===== config.mk =====
export PLATFORM = sky130hd
export DESIGN_NAME = multdiv_unit_flat
export DESIGN_NICKNAME = d
export VERILOG_FILES = /design/src/rtl/multdiv_pkg.sv /design/src/rtl/multdiv_if.sv /design/src/rtl/multdiv_unit_div_step.sv /design/src/rtl/multdiv_unit.sv /design/src/flat_wrapper.sv
export SDC_FILE = /design/constraint.sdc
export NUM_CORES = 1
export LEC_CHECK = 0
export BUFFER_PORTS_ARGS = -buffer_cell sky130_fd_sc_hd__buf_2
export CORE_MARGIN = 4
export CORE_UTILIZATION = 41
export DETAILED_ROUTE_END_ITERATION = 12
export PLACE_DENSITY = 0.58
export SYNTH_ARGS = -nofsm -noshare
export SYNTH_HDL_FRONTEND = slang
export SYNTH_SLANG_ARGS = --single-unit

===== constraint.sdc =====
create_clock -name clock -period 5.7 [get_ports clock]
set_input_delay 1.14 -clock clock [delete_from_list [all_inputs] [get_ports clock]]
set_output_delay 1.14 -clock clock [all_outputs]
set_load 0.05 [all_outputs]

===== src/rtl/multdiv_pkg.sv =====
// Shared definitions for the execute-stage multiply/divide unit.
package multdiv_pkg;

  localparam int WIDTH_DEF = 32;
  localparam int CNT_W_DEF = 6;

  // ALU opcodes steered to this unit by execute-stage decode
  localparam logic [4:0] OP_MULT = 5'b00110;
  localparam logic [4:0] OP_DIV  = 5'b00111;

  typedef enum logic [1:0] {
    IDLE = 2'd0,
    MUL  = 2'd1,
    DIV  = 2'd2,
    DONE = 2'd3
  } mdState_e;

endpackage


===== src/rtl/multdiv_if.sv =====
// Operand/result bundle between the execute stage and the multiply/divide unit.
interface multdiv_if
  import multdiv_pkg::*;
#(
  parameter int WIDTH = WIDTH_DEF
);

  logic [WIDTH-1:0] data_operandA;
  logic [WIDTH-1:0] data_operandB;
  logic             ctrl_MULT;
  logic             ctrl_DIV;
  logic [WIDTH-1:0] data_result;
  logic             data_exception;
  logic             data_resultRDY;
  logic             busy;

  // Execute-stage side: issues operands and start pulses
  modport master (
    output data_operandA, data_operandB, ctrl_MULT, ctrl_DIV,
    input  data_result, data_exception, data_resultRDY, busy
  );

  // Unit side
  modport slave (
    input  data_operandA, data_operandB, ctrl_MULT, ctrl_DIV,
    output data_result, data_exception, data_resultRDY, busy
  );

endinterface


===== src/rtl/multdiv_unit_div_step.sv =====
// One restoring-division step: shift in the next dividend bit, subtract the
// divisor if it fits, and report the resulting quotient bit.
module div_step
  import multdiv_pkg::*;
#(
  parameter int WIDTH = WIDTH_DEF
) (
  input  logic [WIDTH:0]   remIn,
  input  logic [WIDTH-1:0] divisor,
  input  logic             dividendBit,
  output logic [WIDTH:0]   remOut,
  output logic             quotBit
);

  // One extra bit of headroom so the compare never wraps, even for a
  // divisor magnitude of 2^(WIDTH-1).
  logic [WIDTH+1:0] shifted;
  logic [WIDTH+1:0] divExt;

  assign shifted = {remIn, dividendBit};
  assign divExt  = {2'b00, divisor};
  assign quotBit = (shifted >= divExt);
  // The restored remainder is always below the divisor, so WIDTH+1 bits hold it.
  assign remOut  = quotBit ? (WIDTH+1)'(shifted - divExt) : (WIDTH+1)'(shifted);

endmodule


===== src/rtl/multdiv_unit.sv =====
// Multi-cycle signed multiply (radix-2 Booth) / divide (restoring) unit.
// Start sampled at E0, one bit per edge on E1..E32, outputs registered at E33.
module multdiv_unit
  import multdiv_pkg::*;
#(
  parameter int WIDTH = WIDTH_DEF,
  parameter int CNT_W = CNT_W_DEF
) (
  input  logic      clock,
  input  logic      reset_n,
  multdiv_if.slave  bus
);

  localparam logic [WIDTH-1:0] MIN_NEG  = {1'b1, {(WIDTH-1){1'b0}}};
  localparam logic [WIDTH-1:0] ALL_ONES = {WIDTH{1'b1}};
  localparam logic [CNT_W-1:0] LAST_CNT = CNT_W'(WIDTH);

  mdState_e stateReg, stateNext;

  logic [CNT_W-1:0]   cntReg;
  logic [2*WIDTH:0]   prodReg;       // {upper, multiplier, booth guard bit}
  logic [2*WIDTH:0]   prodNext;
  logic [WIDTH-1:0]   mcandReg;      // multiplicand for MUL, |B| for DIV
  logic [WIDTH-1:0]   quoReg;        // |A| shifting out, quotient shifting in
  logic [WIDTH-1:0]   quoNext;
  logic [WIDTH:0]     remReg;
  logic [WIDTH:0]     remNext;
  logic               negReg;
  logic               divZeroReg;
  logic               divOvfReg;
  logic [WIDTH-1:0]   resultReg, resultNext;
  logic               excReg, excNext;
  logic               rdyReg;

  logic               startMul, startDiv, doStep, finalize;
  logic [WIDTH-1:0]   magA, magB;
  logic [WIDTH:0]     boothUpper, boothM, boothSum;
  logic [2*WIDTH-1:0] product;
  logic [WIDTH:0]     productHigh;
  logic               stepQuotBit;

  // Unsigned magnitudes; the most negative value maps to 2^(WIDTH-1) unchanged.
  assign magA = bus.data_operandA[WIDTH-1] ? -bus.data_operandA : bus.data_operandA;
  assign magB = bus.data_operandB[WIDTH-1] ? -bus.data_operandB : bus.data_operandB;

  // State register
  always_ff @(posedge clock or negedge reset_n) begin
    if (!reset_n) begin
      stateReg <= IDLE;
    end else begin
      stateReg <= stateNext;
    end
  end

  // Next state and per-cycle datapath controls; starts only accepted when idle or done
  always_comb begin
    stateNext = stateReg;
    startMul  = 1'b0;
    startDiv  = 1'b0;
    doStep    = 1'b0;
    finalize  = 1'b0;
    case (stateReg)
      IDLE, DONE: begin
        if (bus.ctrl_MULT) begin
          startMul  = 1'b1;
          stateNext = MUL;
        end else if (bus.ctrl_DIV) begin
          startDiv  = 1'b1;
          stateNext = DIV;
        end else begin
          stateNext = IDLE;
        end
      end
      MUL, DIV: begin
        if (cntReg == LAST_CNT) begin
          finalize  = 1'b1;
          stateNext = DONE;
        end else begin
          doStep = 1'b1;
        end
      end
      default: stateNext = IDLE;
    endcase
  end

  // Booth step: sign-extended accumulator so subtracting the most negative
  // multiplicand cannot overflow before the arithmetic shift.
  assign boothUpper = {prodReg[2*WIDTH], prodReg[2*WIDTH:WIDTH+1]};
  assign boothM     = {mcandReg[WIDTH-1], mcandReg};

  // Booth recoding of the current multiplier bit pair
  always_comb begin
    boothSum = boothUpper;
    case (prodReg[1:0])
      2'b01:   boothSum = boothUpper + boothM;
      2'b10:   boothSum = boothUpper - boothM;
      default: boothSum = boothUpper;
    endcase
  end

  assign prodNext = {boothSum, prodReg[WIDTH:1]};

  div_step #(.WIDTH(WIDTH)) u_divStep (
    .remIn       (remReg),
    .divisor     (mcandReg),
    .dividendBit (quoReg[WIDTH-1]),
    .remOut      (remNext),
    .quotBit     (stepQuotBit)
  );

  assign quoNext     = {quoReg[WIDTH-2:0], stepQuotBit};
  assign product     = prodReg[2*WIDTH:1];
  assign productHigh = product[2*WIDTH-1:WIDTH-1];

  // Final result/exception selection, only captured on the finalize edge
  always_comb begin
    resultNext = resultReg;
    excNext    = excReg;
    if (stateReg == MUL) begin
      resultNext = product[WIDTH-1:0];
      excNext    = !((&productHigh) || !(|productHigh));
    end else if (divZeroReg) begin
      resultNext = '0;
      excNext    = 1'b1;
    end else if (divOvfReg) begin
      resultNext = MIN_NEG;
      excNext    = 1'b1;
    end else begin
      // Negating a zero quotient leaves +0, so no special case is needed.
      resultNext = negReg ? -quoReg : quoReg;
      excNext    = 1'b0;
    end
  end

  // Operand capture, iteration and output registers
  always_ff @(posedge clock or negedge reset_n) begin
    if (!reset_n) begin
      cntReg     <= '0;
      prodReg    <= '0;
      mcandReg   <= '0;
      quoReg     <= '0;
      remReg     <= '0;
      negReg     <= 1'b0;
      divZeroReg <= 1'b0;
      divOvfReg  <= 1'b0;
      resultReg  <= '0;
      excReg     <= 1'b0;
      rdyReg     <= 1'b0;
    end else begin
      rdyReg <= finalize;
      if (startMul) begin
        cntReg   <= '0;
        mcandReg <= bus.data_operandA;
        prodReg  <= {{WIDTH{1'b0}}, bus.data_operandB, 1'b0};
      end else if (startDiv) begin
        cntReg     <= '0;
        mcandReg   <= magB;
        quoReg     <= magA;
        remReg     <= '0;
        negReg     <= bus.data_operandA[WIDTH-1] ^ bus.data_operandB[WIDTH-1];
        divZeroReg <= (bus.data_operandB == '0);
        divOvfReg  <= (bus.data_operandA == MIN_NEG) && (bus.data_operandB == ALL_ONES);
      end else if (doStep) begin
        cntReg <= cntReg + 1'b1;
        if (stateReg == MUL) begin
          prodReg <= prodNext;
        end else begin
          remReg <= remNext;
          quoReg <= quoNext;
        end
      end
      if (finalize) begin
        resultReg <= resultNext;
        excReg    <= excNext;
      end
    end
  end

  assign bus.data_result    = resultReg;
  assign bus.data_exception = excReg;
  assign bus.data_resultRDY = rdyReg;
  assign bus.busy           = (stateReg == MUL) || (stateReg == DIV);

endmodule

===== src/flat_wrapper.sv =====
// flat-port wrapper written by rule: the top's interface ports become plain ports
module multdiv_unit_flat import multdiv_pkg::*;
#(
  parameter int WIDTH = WIDTH_DEF,
  parameter int CNT_W = CNT_W_DEF
)
  (clock, reset_n, bus_data_operandA, bus_data_operandB, bus_ctrl_MULT, bus_ctrl_DIV, bus_data_result, bus_data_exception, bus_data_resultRDY, bus_busy);
  multdiv_if #(.WIDTH(WIDTH)) bus_i ();
  input  logic clock;
  input  logic reset_n;
  input wire logic [$bits(bus_i.data_operandA)-1:0] bus_data_operandA;
  input wire logic [$bits(bus_i.data_operandB)-1:0] bus_data_operandB;
  input wire logic [$bits(bus_i.ctrl_MULT)-1:0] bus_ctrl_MULT;
  input wire logic [$bits(bus_i.ctrl_DIV)-1:0] bus_ctrl_DIV;
  output wire logic [$bits(bus_i.data_result)-1:0] bus_data_result;
  output wire logic [$bits(bus_i.data_exception)-1:0] bus_data_exception;
  output wire logic [$bits(bus_i.data_resultRDY)-1:0] bus_data_resultRDY;
  output wire logic [$bits(bus_i.busy)-1:0] bus_busy;
  assign bus_i.data_operandA = bus_data_operandA;
  assign bus_i.data_operandB = bus_data_operandB;
  assign bus_i.ctrl_MULT = bus_ctrl_MULT;
  assign bus_i.ctrl_DIV = bus_ctrl_DIV;
  assign bus_data_result = bus_i.data_result;
  assign bus_data_exception = bus_i.data_exception;
  assign bus_data_resultRDY = bus_i.data_resultRDY;
  assign bus_busy = bus_i.busy;
  multdiv_unit #(.WIDTH(WIDTH), .CNT_W(CNT_W)) u_core (.clock(clock), .reset_n(reset_n), .bus(bus_i));
endmodule

==> impl_metrics.json <==
{
  "fill_cells": 3657,
  "firstDrtPassIters": 5,
  "ant_nets": 0,
  "dp_hpwl_microns": 38740,
  "vias": 14640,
  "port_buffers": 102,
  "path_class": "reg2reg",
  "detail_route.wl_per_cell_microns": 21.33,
  "cts_buffer_depth": 3,
  "synth_seq_cells": 207,
  "ios": 103,
  "wl_met1_microns": 24380,
  "drc": 0,
  "stdcell_area_sq_um": 17130,
  "setup_slack_ns": 0.9363,
  "r2r_start": "u_core.mcandReg[4]$_DFFE_PN0P_",
  "std_cell_rows": 70,
  "post_cts_buffers": 0,
  "met2_length_microns": 22470,
  "crit_required_ns": 6.14,
  "hp-start": "u_core.remReg[32]$_DFFE_PN0P_",
  "gp_congestion": 0.9010,
  "synth_warnings": 0,
  "startpoint": "u_core.mcandReg[4]$_DFFE_PN0P_",
  "end_kind": "flop",
  "worstPathArrival_ns": 5.21,
  "hold_class": "reg2reg",
  "die_w_microns": 200.9,
  "skew_ns": 0.02278,
  "crit_family": "simple AND/OR/NAND/NOR gates",
  "final_common_cell": "dfrtp_1",
  "start_util_pct": 41.56,
  "slew_viol_final": 0,
  "worstSetupStartpointType": "flop",
  "cp_cell_sequence": "or4_1 -> or3_1 -> nor3_1 -> and3_1 -> and3_1 -> a31oi_1 -> xnor2_1 -> ha_1 -> a21oi_1 -> o21ai_0 -> a41oi_1 -> o21ai_0 -> a31oi_1 -> o21ai_0 -> a41oi_1 -> nand4b_1 -> a31oi_1 -> o21bai_1",
  "htreeDepth": 1,
  "status": "finished, final reports clean",
  "insertion_delay_ns": 0.57,
  "tns_ns": 0,
  "cpPeakStageDelay_ns": 0.55,
  "rsz0062_at_grt": "no",
  "path_clk_slew_ns": 0.06,
  "grt-ovfl-total": 0,
  "fin_crit_sh_pct": 83.57,
  "setup_viol": 0,
  "cts_resized": 0,
  "hold_buffers": 0,
  "yosysUniqueCellTypes": 62,
  "fmax_ghz": 0.2099,
  "cts_sinks": 207,
  "slowest_stage": "or4_1",
  "core_area_sq_um": 36700,
  "wirelength_microns": 51880,
  "period_needed_ns": 4.764,
  "grt_pass1_vias": 13760,
  "synthArstFlopShare_pct": 100.0,
  "drv_cap": 0,
  "syn_avg_cell_area_sq_um": 8.049,
  "dieArea_sq_um": 40350,
  "slew_headroom_pct": 19.35,
  "grt_pass1_wl_microns": 81000,
  "worstMarginPinSlew_ns": 1.207,
  "drtIter0Drc": 1293,
  "grt_max_degree": 119,
  "final_cell_mix": "dfrtp_1, nand2_1, nor2_1",
  "grt_usage_pct": 24.74,
  "cts_buffers": 26,
  "final_hold_viol_count": 0,
  "cp_max_fo": 6,
  "wl_met3_microns": 3858,
  "path_buf_inv": 0,
  "ys.flop_type": "dfrtp_1",
  "post_route_cells_drive_above_1_share_pct": 10.09,
  "top_layer": "met5",
  "cts_root_buf": "clkbuf_16",
  "fin_nets": 2086,
  "seq_area_frac_synth_pct": 33.96,
  "syn_nets": 2038,
  "pre_cts_ws_ns": 0.9626,
  "syn_inst": 1895,
  "cts_tree": "built",
  "placed_area_sq_um": 16180,
  "netlist_area_sq_um": 15250,
  "viasPerCell": 6.019,
  "antenna_found_initial": 1,
  "syn_to_final_growth_pct": 12.28,
  "die_y_microns": 200.9,
  "synth_enable_flop_cells": 0
}
==> logic make-up (layout without fill, tap and decap cells) <==
| family | after synthesis | in the layout | share of synthesized area (%) |
|---|---|---|---|
| XOR/XNOR | 170 | 170 | 9.761 |
| AND/OR/NAND/NOR | 618 | 618 | 18.96 |
| AO/OA/AOI/OAI | 627 | 627 | 24.94 |
| buffers and inverters | 168 | 236 | 4.151 |
| other | 0 | 1 | 0 |
| adder cells (fa/ha/maj) | 75 | 75 | 6.251 |
| multiplexers | 30 | 30 | 1.977 |
| flip-flops | 207 | 207 | 33.96 |
==> final timing paths <==
kind / slack, ns / depth (start not counted) / to
setup / recovery: 0.94 / 18 / u_core.prodReg[64]$_DFFE_PN0P_
hold / removal: 0.50 / 2 / u_core.remReg[32]$_DFFE_PN0P_
setup reg to reg: 0.94 / 18 / u_core.prodReg[64]$_DFFE_PN0P_
hold reg to reg: 0.50 / 2 / u_core.remReg[32]$_DFFE_PN0P_
max in group asynchronous: 3.94 / 2 / u_core.prodReg[22]$_DFFE_PN0P_
min in group asynchronous: 0.65 / 1 / u_core.remReg[23]$_DFFE_PN0P_
==> through the flow <==
step	utilization (%)	instances	hold WS [ns]
after global routing	46.66	2431	0.5372
after CTS	46.66	2431	0.5047
after floorplan	-	1895	0.4513
final	46.67	2432	0.4952
after detailed placement	44.09	2383	0.4911
after global placement	44.09	2383	0.4750
==> tightest hold or removal path, stage by stage, from the launching register on <==
cell and delay (ns):
dfrtp_1 0.35, nand2_1 0.05, o21ai_0 0.06
==> metal layers <==
layer	GRT usage [%]	vias to the layer above
li1	-	6965
met2	37.33	482
met5	0	-
met3	4.717	58
met4	5.211	2
met1	36.98	7132
==> sequential cells by signal, summed over array words and instances (netlist names) <==
name                       flops
u_core.mcandReg               32
u_core.divOvfReg               1
u_core.bus.data_exception      1
u_core.stateReg                2
u_core.divZeroReg              1
u_core.bus.data_resultRDY      1
u_core.cntReg                  6
u_core.quoReg                 32
u_core.prodReg                65
u_core.remReg                 33
u_core.bus.data_result        32
u_core.negReg                  1
==> area by class of cell <==
type / instances / area, sq um / share of cell area (%)
Clock buffer: 40 / 833.3 / 4.866
Tap cell: 468 / 585.6 / 3.419
Clock inverter: 8 / 108.9 / 0.6356
Multi-Input combinational cell: 1520 / 9474 / 55.32
Timing Repair Buffer: 125 / 705.7 / 4.120
Inverter: 63 / 236.5 / 1.381
Sequential cell: 207 / 5180 / 30.25
Antenna cell: 1 / 2.502 / 0.01461
==> cell usage after synthesis (all sizes together) (7+ instances only) <==
library cell / instances / area [sq um]
nor2: 175 / 659.4
nand3: 55 / 275.3
nor2b: 15 / 93.84
inv: 62 / 232.7
a211oi: 10 / 75.07
or2: 7 / 43.79
o21ai: 174 / 870.8
a22oi: 54 / 405.4
o41ai: 17 / 156.4
nor3: 17 / 85.08
dfrtp: 207 / 5180
or4: 17 / 135.1
mux2i: 29 / 290.3
o31ai: 35 / 262.8
ha: 73 / 913.4
and2: 9 / 56.30
nand2b: 21 / 138.9
or3: 20 / 135.1
nand4: 27 / 168.9
o211ai: 14 / 105.1
a21o: 30 / 225.2
xor2: 51 / 446.7
a31oi: 55 / 344.1
o21bai: 11 / 82.58
nor4: 25 / 162.6
clkbuf: 96 / 360.4
xnor2: 119 / 1042
a21oi: 169 / 845.8
and3: 15 / 93.84
o22ai: 27 / 168.9
nand2: 207 / 779.5
buf: 9 / 36.29
Power is left out: the tool's default activity adds up to more than one toggle a clock period on the data nets, which glitch-free logic cannot reach.
